==> config.mk <==
export PLATFORM = sky130hd
export DESIGN_NAME = udp_cmd_dispatcher
export DESIGN_NICKNAME = d
export VERILOG_FILES = /design/src/rtl/udp_cmd_dispatcher.sv
export SDC_FILE = /design/constraint.sdc
export NUM_CORES = 1
export LEC_CHECK = 0
export BUFFER_PORTS_ARGS = -buffer_cell sky130_fd_sc_hd__buf_2
export CAP_MARGIN = 20
export CORE_MARGIN = 4
export CORE_UTILIZATION = 61
export CTS_BUF_LIST = sky130_fd_sc_hd__clkbuf_8
export CTS_CLUSTER_SIZE = 28
export DETAILED_ROUTE_END_ITERATION = 8
export PLACE_DENSITY = 0.84
export SETUP_SLACK_MARGIN = 0.05
export SYNTH_ARGS = -nofsm -noshare
export SYNTH_HDL_FRONTEND = slang
export SYNTH_SLANG_ARGS = --single-unit
==> constraint.sdc <==
create_clock -name clk -period 4.7 [get_ports clk]
set_clock_uncertainty 0.2 [all_clocks]
set_input_delay 0.47 -clock clk [delete_from_list [all_inputs] [get_ports clk]]
set_output_delay 0.47 -clock clk [all_outputs]
set_load 0.005 [all_outputs]
==> src/rtl/udp_cmd_dispatcher.sv <==
// udp_cmd_dispatcher
//   Splits a UDP payload stream into per-channel byte streams. Each packet carries a
//   channel id byte and a length byte, then the payload. The selected reader is cleared
//   with a one-cycle ch_rstn_o pulse, then the payload bytes are forwarded to it. The
//   payload length is checked against rx_eop_i and one done/err pulse is reported per
//   packet.
//
//   Optional feature: define UDP_DISPATCH_CSUM_EN to expect one trailing checksum byte
//   (XOR of id, len and payload). It is checked and not forwarded.
//
// Ports
//   clk         clock
//   rstn        asynchronous active-low reset
//   rx_valid_i  qualifies rx_data_i / rx_sop_i / rx_eop_i
//   rx_data_i   payload byte
//   rx_sop_i    first byte of the UDP payload
//   rx_eop_i    last byte of the UDP payload
//   ch_valid_o  one-hot byte strobe to the selected reader
//   ch_data_o   byte to the readers (shared bus)
//   ch_rstn_o   per-reader clear, active-low, one-cycle pulse
//   busy_o      packet in progress
//   pkt_done_o  one-cycle pulse, packet accepted
//   pkt_err_o   one-cycle pulse, packet rejected
//   err_code_o  0 BAD_CH, 1 BAD_LEN, 2 SHORT, 3 LONG, 4 CSUM; held until next error
module udp_cmd_dispatcher #(
   parameter int unsigned NUM_CH  = 4,
   parameter int unsigned MAX_LEN = 16
) (
   input  logic              clk,
   input  logic              rstn,
   input  logic              rx_valid_i,
   input  logic [7:0]        rx_data_i,
   input  logic              rx_sop_i,
   input  logic              rx_eop_i,
   output logic [NUM_CH-1:0] ch_valid_o,
   output logic [7:0]        ch_data_o,
   output logic [NUM_CH-1:0] ch_rstn_o,
   output logic              busy_o,
   output logic              pkt_done_o,
   output logic              pkt_err_o,
   output logic [2:0]        err_code_o
);

   localparam logic [7:0] NumCh  = 8'(NUM_CH);
   localparam logic [7:0] MaxLen = 8'(MAX_LEN);

   localparam logic [2:0] ErrBadCh  = 3'd0;
   localparam logic [2:0] ErrBadLen = 3'd1;
   localparam logic [2:0] ErrShort  = 3'd2;
   localparam logic [2:0] ErrLong   = 3'd3;
`ifdef UDP_DISPATCH_CSUM_EN
   localparam logic [2:0] ErrCsum   = 3'd4;
`endif

   typedef enum logic [2:0] {
      StIdle,
      StHdrLen,
      StPayload,
      StDrain
`ifdef UDP_DISPATCH_CSUM_EN
      , StCsum
`endif
   } state_e;

   state_e state_q, state_d;
   logic [7:0] id_q, id_d;
   logic [7:0] len_q, len_d;
   logic [7:0] cnt_q, cnt_d;
`ifdef UDP_DISPATCH_CSUM_EN
   logic [7:0] csum_q, csum_d;
`endif

   logic [NUM_CH-1:0] ch_valid_q, ch_valid_d;
   logic [7:0]        ch_data_q, ch_data_d;
   logic [NUM_CH-1:0] ch_rstn_q, ch_rstn_d;
   logic              busy_q, busy_d;
   logic              done_q, done_d;
   logic              err_q, err_d;
   logic [2:0]        code_q, code_d;

   // Packet still owes a done/err report when it is cut short by a new sop.
   logic abandon;

   always_comb begin
      state_d    = state_q;
      id_d       = id_q;
      len_d      = len_q;
      cnt_d      = cnt_q;
`ifdef UDP_DISPATCH_CSUM_EN
      csum_d     = csum_q;
`endif
      ch_valid_d = '0;
      ch_data_d  = ch_data_q;
      ch_rstn_d  = '1;
      done_d     = 1'b0;
      err_d      = 1'b0;
      code_d     = code_q;
      abandon    = 1'b0;

      if (rx_valid_i) begin
         if (rx_sop_i) begin
            abandon = (state_q == StHdrLen) || (state_q == StPayload)
`ifdef UDP_DISPATCH_CSUM_EN
                      || (state_q == StCsum)
`endif
                      ;
            id_d = rx_data_i;
`ifdef UDP_DISPATCH_CSUM_EN
            csum_d = rx_data_i;
`endif
            if (rx_data_i >= NumCh) begin
               err_d   = 1'b1;
               code_d  = ErrBadCh;
               state_d = rx_eop_i ? StIdle : StDrain;
            end else if (rx_eop_i) begin
               err_d   = 1'b1;
               code_d  = ErrShort;
               state_d = StIdle;
            end else begin
               state_d = StHdrLen;
            end
            // The abandoned packet's report takes precedence over the new id's.
            if (abandon) begin
               err_d  = 1'b1;
               code_d = ErrShort;
            end
         end else begin
            unique case (state_q)
               StIdle: begin
                  // Bytes outside a packet are dropped.
               end
               StHdrLen: begin
                  len_d = rx_data_i;
`ifdef UDP_DISPATCH_CSUM_EN
                  csum_d = csum_q ^ rx_data_i;
`endif
                  if ((rx_data_i == 8'd0) || (rx_data_i > MaxLen)) begin
                     err_d   = 1'b1;
                     code_d  = ErrBadLen;
                     state_d = rx_eop_i ? StIdle : StDrain;
                  end else if (rx_eop_i) begin
                     err_d   = 1'b1;
                     code_d  = ErrShort;
                     state_d = StIdle;
                  end else begin
                     for (int unsigned i = 0; i < NUM_CH; i++) begin
                        if (id_q == 8'(i)) begin
                           ch_rstn_d[i] = 1'b0;
                        end
                     end
                     cnt_d   = 8'd0;
                     state_d = StPayload;
                  end
               end
               StPayload: begin
                  for (int unsigned i = 0; i < NUM_CH; i++) begin
                     if (id_q == 8'(i)) begin
                        ch_valid_d[i] = 1'b1;
                     end
                  end
                  ch_data_d = rx_data_i;
                  cnt_d     = cnt_q + 8'd1;
`ifdef UDP_DISPATCH_CSUM_EN
                  csum_d = csum_q ^ rx_data_i;
`endif
                  if (cnt_q == len_q - 8'd1) begin
`ifdef UDP_DISPATCH_CSUM_EN
                     // Checksum byte must still follow.
                     if (rx_eop_i) begin
                        err_d   = 1'b1;
                        code_d  = ErrShort;
                        state_d = StIdle;
                     end else begin
                        state_d = StCsum;
                     end
`else
                     if (rx_eop_i) begin
                        done_d  = 1'b1;
                        state_d = StIdle;
                     end else begin
                        err_d   = 1'b1;
                        code_d  = ErrLong;
                        state_d = StDrain;
                     end
`endif
                  end else if (rx_eop_i) begin
                     err_d   = 1'b1;
                     code_d  = ErrShort;
                     state_d = StIdle;
                  end
               end
`ifdef UDP_DISPATCH_CSUM_EN
               StCsum: begin
                  if (rx_eop_i) begin
                     if (rx_data_i == csum_q) begin
                        done_d = 1'b1;
                     end else begin
                        err_d  = 1'b1;
                        code_d = ErrCsum;
                     end
                     state_d = StIdle;
                  end else begin
                     err_d   = 1'b1;
                     code_d  = ErrLong;
                     state_d = StDrain;
                  end
               end
`endif
               StDrain: begin
                  if (rx_eop_i) begin
                     state_d = StIdle;
                  end
               end
               default: begin
                  state_d = StIdle;
               end
            endcase
         end
      end

      busy_d = (state_d != StIdle);
   end

   always_ff @(posedge clk or negedge rstn) begin
      if (!rstn) begin
         state_q    <= StIdle;
         id_q       <= 8'd0;
         len_q      <= 8'd0;
         cnt_q      <= 8'd0;
`ifdef UDP_DISPATCH_CSUM_EN
         csum_q     <= 8'd0;
`endif
         ch_valid_q <= '0;
         ch_data_q  <= 8'd0;
         ch_rstn_q  <= '1;
         busy_q     <= 1'b0;
         done_q     <= 1'b0;
         err_q      <= 1'b0;
         code_q     <= 3'd0;
      end else begin
         state_q    <= state_d;
         id_q       <= id_d;
         len_q      <= len_d;
         cnt_q      <= cnt_d;
`ifdef UDP_DISPATCH_CSUM_EN
         csum_q     <= csum_d;
`endif
         ch_valid_q <= ch_valid_d;
         ch_data_q  <= ch_data_d;
         ch_rstn_q  <= ch_rstn_d;
         busy_q     <= busy_d;
         done_q     <= done_d;
         err_q      <= err_d;
         code_q     <= code_d;
      end
   end

   assign ch_valid_o = ch_valid_q;
   assign ch_data_o  = ch_data_q;
   assign ch_rstn_o  = ch_rstn_q;
   assign busy_o     = busy_q;
   assign pkt_done_o = done_q;
   assign pkt_err_o  = err_q;
   assign err_code_o = code_q;

endmodule
==> results.md, run 1 <==
Timing:
- The final period utilization is between 60% and 70%.
- For the pin with the worst max-slew slack, the measured transition is ~0.8 ns.
- The tightest hold path in the finished design has a slack of 0.2148 ns.
- Setup repair after global routing left no endpoint under its margin.
- Static timing analysis puts the maximum clock frequency at about 340 MHz.
- The hold violation total from the final report is 0.
- Setup violations remaining at the end of the flow were counted as 0.
- The max-slew headroom at the worst pin is a little under half.
- The number of max-slew violations in the final report is 0.
- The shortest clock period the worst path allows after layout is a little under 3 ns.
- The final total negative setup slack is 0 ns.

Clocking:
- The TritonCTS clock tree is built.
- The number of clock buffers added by TritonCTS is 5.
- The clock transition time at the flip-flop clock pins of the worst setup and hold paths is around 0.1 ns.
- The source-to-sink clock delay at the later pin of the worst-skew pair is roughly 0.31 ns.
- In this run the number of H-tree levels came out at 2.
- The sink count of the clock tree is 49.
- The clock passes through at most 2 buffers.
- The root buffer cell is sky130_fd_sc_hd__clkbuf_8.
- The number of resized instances in the post-cts repair step is 0.

Yosys:
- The total of flip-flops plus latches after synthesis is 49.
- The number of synthesized flops with an enable pin is 0.
- After technology mapping, the gate count stands at 249.
- The flip-flop cell with the highest count after synthesis is sky130_fd_sc_hd__dfrtp_1.
- The post-synthesis net count is between 200 and 300.
- After synthesis, the share of flip-flops with an asynchronous set or reset is 100.0%.
- For this run, the register share of the synthesized area comes to between 40% and 50%.
- A synthesized cell averages ~10 µm².
- The cell area that synthesis handed to floorplanning was ~2500 µm².
- The synthesized netlist contains 50 unique library cells.
- The count of yosys warnings during synthesis is 0.

Floorplanning:
- The core footprint is between 3000 and 4000 µm².
- In this run the core area contains 23 standard-cell rows.
- For this design the top-level I/O count stands at 35.
- For this configuration, the core starts out at a cell density of 63.01%.
- The area of the die is 5191 µm².
- The horizontal die dimension is ~72 µm.
- The height of the die is roughly 70 µm.

Worst setup path:
- The worst register-to-register path begins at len_q[2]$_DFFE_PN0P_.
- The arrival time at the worst endpoint is roughly 2.9 ns.
- The startpoint type of the worst setup path is a register.
- The setup path with the least slack is of type register to register.
- The critical path launch point is len_q[2]$_DFFE_PN0P_.
- The top fanout value on the critical path is 6.
- For this design, the slowest cell found on the critical path is sky130_fd_sc_hd__or4_4.
- The worst stage delay on the critical path is 0.50 ns.
- The critical path goes through or3_1 -> or4_4 -> xnor2_2 -> nor3_2 -> and2_2 -> ha_1 -> nand2_1 -> a21oi_1 -> o221a_2.
- The required time of the worst setup path is around 4.7 ns.
- The critical path endpoint category is a register.

Power:
- The reported leakage power is 1.283 nW.
- VDD sags by at most roughly 270 µV.
- Dividing total power by cell area gives a power density of 422.9 nW/µm².

Route:
- Summing over every cut layer, the via total after detailed routing is ~2000.
- In the detailed route, the total length drawn on met3 is 333 µm.
- In the routed design, unresolved DRC markers number 0.
- The wire length the detailed router placed on met1 is between 2000 and 2500 µm.
- In this run the top signal layer used is met4.
- The met2 wirelength from detailed routing is 2777 µm.
- In the final routed layout, each cell accounts on average for around 16 µm.
- The pre-antenna-repair detailed-routing pass consisted of 4 iterations.
- The number of nets with antenna violations after detailed routing is 0.
- Dividing the detail-routed via count by the number of cells gives approximately 6.0.
- The first routing iteration left approximately 180 violations.
- Wires add up to 5539 µm.

Global route:
- The first global-routing pass estimated between 9000 and 10000 µm of wire.
- The initial antenna violation count is 0.
- The global route total overflow is 0.
- The number of global-route vias before repair is between 1500 and 2000.
- Entering global routing, the biggest net connects 50 pins.
- Across every metal layer, demand over resource in global routing totals a little under a quarter.

Worst hold path:
- The start point of the worst min-delay path is rx_data_i[2].
- The tightest min-delay check is of the primary input to register type.

Placed design:
- The HPWL after detailed placement is ~4000 µm.
- Input and output buffers added on the ports amount to 34.
- The global placement routability congestion is approximately 0.96.

Status:
- The run finished with clean final reports.

Cells and area:
- Cells with a size suffix above 1 make up between 20% and 30% of the layout.
- Relative to the synthesized area, the layout overhead comes to 12.70%.
- 0 antenna diodes ended up in the layout.
- The number of nets in the final layout is approximately 300.

Job:
- The tool flagged a number of max-cap violations equal to 0.
==> registers in the layout (all words and copies together), names as in the netlist, 3 cells and up <==
register,count
ch_data_o,8
cnt_q,8
ch_valid_o,4
len_q,8
ch_rstn_o,4
err_code_o,3
state_q,3
id_q,8
==> cells by family after synthesis <==
group                    share of synthesized area (%)
multiplexers                                     7.200
adder cells (fa/ha/maj)                          1.500
XOR/XNOR                                         6.500
AO/OA/AOI/OAI                                    11.55
buffers and inverters                            3.000
flip-flops                                       49.20
AND/OR/NAND/NOR                                  21.05
==> power by group <==
group / leakage, nW / total [W] / internal, W / switching, W
registers: 0.600 / 0.000582 / 0.000501 / 0.0000810
clock network: 0.0518 / 0.000272 / 0.000122 / 0.000149
logic: 0.631 / 0.000339 / 0.000166 / 0.000173
total: 1.28 / 0.00119 / 0.000789 / 0.000403
==> cells in the mapped netlist (all sizes together), types with 2 or more instances <==
master | instances | share of area, %
xor2 | 6 | 2.1
o21ai | 11 | 2.2
nor2b | 3 | 0.75
a31oi | 2 | 0.50
a31o | 3 | 1.1
mux2 | 16 | 7.2
nor4 | 4 | 1.0
ha | 3 | 1.5
dfstp | 4 | 4.2
o31a | 2 | 0.75
nand2 | 38 | 5.7
nor3b | 2 | 0.60
inv | 8 | 1.2
nor3 | 11 | 2.4
o31ai | 3 | 0.90
dfrtp | 45 | 45
o21a | 2 | 0.60
or3 | 3 | 0.75
a41oi | 2 | 0.70
and3 | 4 | 1.1
xnor2 | 9 | 3.5
and2 | 3 | 0.80
nand2b | 4 | 1.0
nand3 | 8 | 1.6
clkbuf | 4 | 0.60
a21oi | 10 | 2.0
buf | 3 | 1.2
nor2 | 18 | 2.7
nand4 | 4 | 1.0
==> metal layers <==
| layer | up-vias | global-route usage (%) |
|---|---|---|
| li1 | 949 | - |
| met1 | 988 | 31.04 |
| met2 | 78 | 38.16 |
| met3 | 12 | 5.263 |
| met4 | 0 | 10.65 |
| met5 | - | 0 |
==> area by class of cell <==
type                    count  area, µm²
repair buffers             36      200.2
fillers                   294       1151
inverters                   8      30.03
multi-input cells         185       1196
clock inverters             2      17.52
flip-flops and latches     49       1231
clock buffers               6      82.58
well taps                  50      62.56
==> stage by stage <==
stage                     setup WS [ns]  cells  total power, W  cell area, µm²  util [%]
after detailed placement          1.807    326       0.0009215            2690     67.74
after global routing              1.649    336        0.001272            2820     71.01
final                             1.785    336        0.001193            2820     71.01
after CTS                         1.791    334        0.001193            2790     70.26
after floorplan                   1.955    249       0.0008135            2502         -
after global placement            1.856    326       0.0009051            2690     67.74
==> placed cells by master (no fill, tap or decap), types with 2 or more instances in the layout <==
master / Yosys / final
sky130_fd_sc_hd__a21oi_1: 10 / 10
sky130_fd_sc_hd__nand2b_1: 4 / 4
sky130_fd_sc_hd__nor2b_1: 3 / 3
sky130_fd_sc_hd__dfrtp_1: 45 / 45
sky130_fd_sc_hd__a31o_2: 2 / 2
sky130_fd_sc_hd__clkbuf_8: 0 / 6
sky130_fd_sc_hd__nor2_1: 18 / 18
sky130_fd_sc_hd__nor3_1: 10 / 10
sky130_fd_sc_hd__and3_1: 3 / 3
sky130_fd_sc_hd__and2_1: 2 / 2
sky130_fd_sc_hd__nand3_1: 8 / 8
sky130_fd_sc_hd__ha_1: 3 / 3
sky130_fd_sc_hd__xnor2_1: 8 / 8
sky130_fd_sc_hd__dfstp_2: 4 / 4
sky130_fd_sc_hd__a31oi_1: 2 / 2
sky130_fd_sc_hd__nor4_1: 4 / 4
sky130_fd_sc_hd__nand2_1: 38 / 38
sky130_fd_sc_hd__o21ai_0: 11 / 11
sky130_fd_sc_hd__o21a_1: 2 / 2
sky130_fd_sc_hd__nand4_1: 4 / 4
sky130_fd_sc_hd__o31ai_1: 3 / 3
sky130_fd_sc_hd__a41oi_1: 2 / 2
sky130_fd_sc_hd__nor3b_1: 2 / 2
sky130_fd_sc_hd__mux2_2: 16 / 16
sky130_fd_sc_hd__inv_1: 8 / 8
sky130_fd_sc_hd__buf_2: 0 / 34
sky130_fd_sc_hd__or3_1: 3 / 3
sky130_fd_sc_hd__xor2_1: 6 / 6
==> final timing paths <==
path	to	slack (ns)	cells past startpoint
max in group asynchronous	ch_rstn_o[3]$_DFF_PN1_	3.38	3
worst min-delay path	ch_data_o[2]$_DFFE_PN0P_	0.21	3
min in group asynchronous	cnt_q[6]$_DFFE_PN0P_	0.37	2
worst max register to register	pkt_err_o$_DFF_PN0_	1.79	9
worst max-delay path	pkt_err_o$_DFF_PN0_	1.79	9
worst min register to register	ch_data_o[7]$_DFFE_PN0P_	0.28	2
==> worst max-delay path: cells and delay by family, from the launching register on <==
kind / cells / cell delay, ns
AOI/OAI and AO/OA: 2 / 0.32
xor gates and xnor gates: 1 / 0.16
adders and majority gates: 1 / 0.22
DFF: 1 / 0.43
and+or+nand+nor: 5 / 1.48
==> what timing repair did <==
| action | CTS | global route |
|---|---|---|
| hold endpoints to repair | 0 | 12 |
| buffers inserted | 0 | 0 |
| hold buffers | 0 | 1 |
Note: power is estimated with default switching activity, not from simulation.
==> run 2: changes to the inputs <==
- ABC_AREA: default -> 1
- CORE_UTILIZATION: 61 -> 53
- PLACE_DENSITY: 0.84 -> 0.77
- clock period: 4.7 -> 2.4 ns (I/O delays scaled with it)
==> results.md, run 2 <==
Status:
- The flow ran to the end, and the final reports show no timing, DRC or antenna violations.

Yosys:
- The count of yosys warnings during synthesis is 0 (unchanged).
- The portion of synthesized cell area occupied by the leading cell type is 44.73% (-0.27 points).
- The cell type with the highest aggregate area in the netlist is sky130_fd_sc_hd__dfrtp_1.
- The post-synthesis net count is 330 (+25%).
- The total of flip-flops plus latches after synthesis came to 49 (unchanged).
- In the post-synthesis netlist, the biggest area contributors are sky130_fd_sc_hd__dfrtp_1, sky130_fd_sc_hd__nand2_1, sky130_fd_sc_hd__inv_1, sky130_fd_sc_hd__o21ai_0, sky130_fd_sc_hd__dfstp_2.
- The mean instance size in the synthesized netlist came to 8.017 µm² (-20%).
- The cell with the most instances after synthesis is sky130_fd_sc_hd__nand2_1.
- The number of synthesized flops with an enable pin is 0 (unchanged).
- In the synthesized netlist, the cells that appear most often are sky130_fd_sc_hd__nand2_1, sky130_fd_sc_hd__dfrtp_1, sky130_fd_sc_hd__inv_1.
- Among all flip-flop cells after synthesis, the most frequent one is sky130_fd_sc_hd__dfrtp_1.
- The number of instances in the synthesized netlist was 314 (+26%).
- The netlist area before placement is 2517 µm² (+0.60%).
- The fraction of the yosys area taken by sequential cells is 48.91% (-0.29 points).
- The number of distinct library cells after synthesis is 33 (-34%).
- The share of async-settable or async-resettable flops after synthesis is 100.0% (unchanged).

Timing:
- The hold violation total from the final report is 0 (unchanged).
- The final setup violation count is 0 (unchanged).
- The slew of the pin with the lowest slew margin is 0.5979 ns (-0.2189 ns).
- The final period utilization is 91.30% (+29 points).
- The max-slew headroom at the worst pin is 60.14% (+15 points).
- The final-layout worst hold slack is 0.04114 ns (-0.1736 ns).
- The final total negative setup slack is 0 ns (unchanged).
- The slack of the critical path is 0.2088 ns (-1.576 ns).
- The shortest clock period the worst path allows after layout is 2.191 ns (-0.7238 ns).
- The highest clock rate is 456.4 MHz (+33%).
- Setup repair after global routing left no endpoint under its margin.
- The number of max-slew violations in the final report came to 0 (unchanged).

Power:
- The highest ir drop seen on vdd was 459.2 µV (+72%).
- The total power per unit cell area is 883.0 nW/µm² (+110%).
- The reported leakage power is 1.481 nW (+15%).

Worst setup path:
- Grouping stages by cell kind, the critical path spends the most delay in simple AND/OR/NAND/NOR gates.
- The startpoint type of the worst setup path is a register.
- The slowest stage cell on the critical path is sky130_fd_sc_hd__dfrtp_1.
- The critical path goes through buf_4 -> nor2_4 -> nand2_2 -> o21ai_1 -> nand3_2 -> nor4_2 -> ha_1 -> a21oi_1 -> a31oi_1.
- The required time of the worst setup path is 2.39 ns (-2.31 ns).
- The sum of buffers and inverters on the critical path is 1 (+1).
- The critical path endpoint category is a register.
- The top fanout value on the critical path came to 4 (-2).
- The critical path in this run is classified as register to register.
- The worst stage delay on the critical path is 0.41 ns (-0.09 ns).
- The arrival time at the worst endpoint was 2.18 ns (-0.74 ns).

Route:
- The detailed-route via count was 2147 (+5.9%).
- The routed wire length is 5304 µm (-4.2%).
- The number of nets with antenna violations after detailed routing is 0 (unchanged).
- The residual DRC count was 0 (unchanged).
- The via density per instance is 5.249 (-13%).
- The wire length per cell after detailed routing is 12.97 µm (-21%).
- The number of detailed-routing iterations run before antenna repair is 4 (unchanged).
- The detailed router's first-iteration violation count is 194 (+10%).

Floorplanning:
- The initial core utilization was 56.26% (-6.7 points).
- The area of the die is 5917 µm² (+14%).
- The placement row count was 24 (+4.3%).
- The horizontal die dimension was 76.92 µm (+6.8%).
- The height of the die came to 76.92 µm (+6.8%).
- The top-level port count is 35 (unchanged).
- The core footprint is 4474 µm² (+13%).

Cells and area:
- The area growth from synthesis to layout is 15.61%.
- In the layout the commonest cells are sky130_fd_sc_hd__nand2_1, sky130_fd_sc_hd__dfrtp_1, sky130_fd_sc_hd__inv_1, sky130_fd_sc_hd__buf_2, sky130_fd_sc_hd__o21ai_0.
- The number of antenna repair diodes is 0 (unchanged).
- The most common cell after layout, fill and taps aside is sky130_fd_sc_hd__nand2_1.
- The final standard cell count with taps included and fillers excluded was 409 (+22%).
- The number of nets in the final layout is 372 (+24%).
- The final instance area is 2910 µm² (+3.2%).
- The fraction of final layout cells with drive strength greater than 1 is 21.85% (-4.0 points).

Placed design:
- The total half-perimeter wirelength after legalization and detailed placement is 3909 µm (-2.3%).
- The placed cell count came to 397 (+22%).
- The total of buffers placed on input and output ports is 34 (unchanged).
- The placement-stage cell area came to 2751 µm² (+2.3%).
- The pre-CTS worst setup slack is 0.1153 ns (-1.691 ns).
- The global placement routability congestion is 0.8670 (-9.9%).

Worst hold path:
- The path class of the tightest hold or removal check is primary input to register.

Global route:
- The global-route wire length before repair came to 9266 µm (-2.7%).
- The initial antenna violation count was 0 (unchanged).
- The number of global-route vias before repair is 1997 (+0.81%).
- The global-route usage over all layers is 19.25% (-4.5 points).
- The maximum number of pins on one net before global-route repair is 50 (unchanged).
- The global route total overflow is 0 (unchanged).

Clocking:
- The maximum number of buffers from clock root to sink was 2 (unchanged).
- The sink count of the clock tree came to 49 (unchanged).
- The TritonCTS clock tree is built.
- The root buffer cell chosen for the clock tree is sky130_fd_sc_hd__clkbuf_8.
- The number of buffers created by CTS is 5 (unchanged).
- The source-to-sink clock delay at the later pin of the worst-skew pair is 0.31 ns (about the same).
- The number of H-tree levels came to 2 (unchanged).
- The clock transition time at the flip-flop clock pins of the worst setup and hold paths was 0.10 ns (about the same).

Job:
- The number of max-capacitance violations reported is 0 (unchanged).
-- run 2: changes by cell type after synthesis, sizes merged, moves of 6 or more --
cell / before / now
nand2: 38 / 93
inv: 8 / 43
o21ai: 11 / 31
mux2: 16 / 0
nor2: 18 / 29
nand3: 8 / 16
nor3: 11 / 5
xnor2: 9 / 3
-- run 2: worst min-delay path: stages --
cell                      delay [ns]
sky130_fd_sc_hd__buf_2          0.10
sky130_fd_sc_hd__inv_1          0.08
sky130_fd_sc_hd__o21ai_0        0.09
-- run 2: where the power goes --
part | switching [W] | internal [W]
Clock | 0.000285 | 0.000312
Combinational | 0.000474 | 0.000333
Sequential | 0.000178 | 0.000988
Total | 0.000937 | 0.00163
-- run 2: worst paths after layout --
check	start	endpoint	slack, ns	cells past startpoint
worst max-delay path	len_q[1]$_DFFE_PN0P_	pkt_err_o$_DFF_PN0_	0.21	9
min in group asynchronous	rstn	id_q[0]$_DFFE_PN0P_	0.35	3
max in group asynchronous	rstn	err_code_o[2]$_DFFE_PN0P_	1.25	3
worst min register to register	ch_data_o[0]$_DFFE_PN0P_	ch_data_o[0]$_DFFE_PN0P_	0.29	2
worst max register to register	len_q[1]$_DFFE_PN0P_	pkt_err_o$_DFF_PN0_	0.21	9
worst min-delay path	rx_data_i[5]	id_q[5]$_DFFE_PN0P_	0.04	3
-- run 2: timing repair --
action / in CTS / in global routing
setup endpoints to repair: 0 / 1
hold buffers: 2 / 0
setup buffers: 0 / 2
gates resized for setup: 0 / 2
hold endpoints to repair: 46 / 0
-- run 2: cells by family after synthesis --
| kind of cell | count (synthesis) | synth area share, % |
|---|---|---|
| AND/OR/NAND/NOR | 157 | 29.08 |
| buffers and inverters | 51 | 7.703 |
| flip-flops | 49 | 48.91 |
| AO/OA/AOI/OAI | 44 | 9.345 |
| XOR/XNOR | 10 | 3.479 |
| adder cells (fa/ha/maj) | 3 | 1.491 |
-- run 2: final cells by class --
class,count,area (µm²)
sequential,49,1231
timing repair buffer,41,227.7
multi-input combinational,214,1101
clock buffer,5,68.82
clock inverter,3,46.29
inverter,45,170.2
tap,52,65.06
fill,364,1564
-- run 2: routing by layer --
metal	track usage (%)	wire, µm	vias to the layer above
met5	0	0	-
met4	6.884	99	0
met3	3.981	269	9
met2	30.66	2487	64
met1	25.97	2448	990
li1	-	-	1084
-- run 2: per-stage QoR --
| step | power [W] | util (%) |
|---|---|---|
| after CTS | 0.002554 | 64.51 |
| after floorplan | 0.001709 | - |
| final | 0.002570 | 65.04 |
| after global placement | 0.001927 | 61.49 |
| after detailed placement | 0.001952 | 61.49 |
| after global routing | 0.002778 | 65.04 |
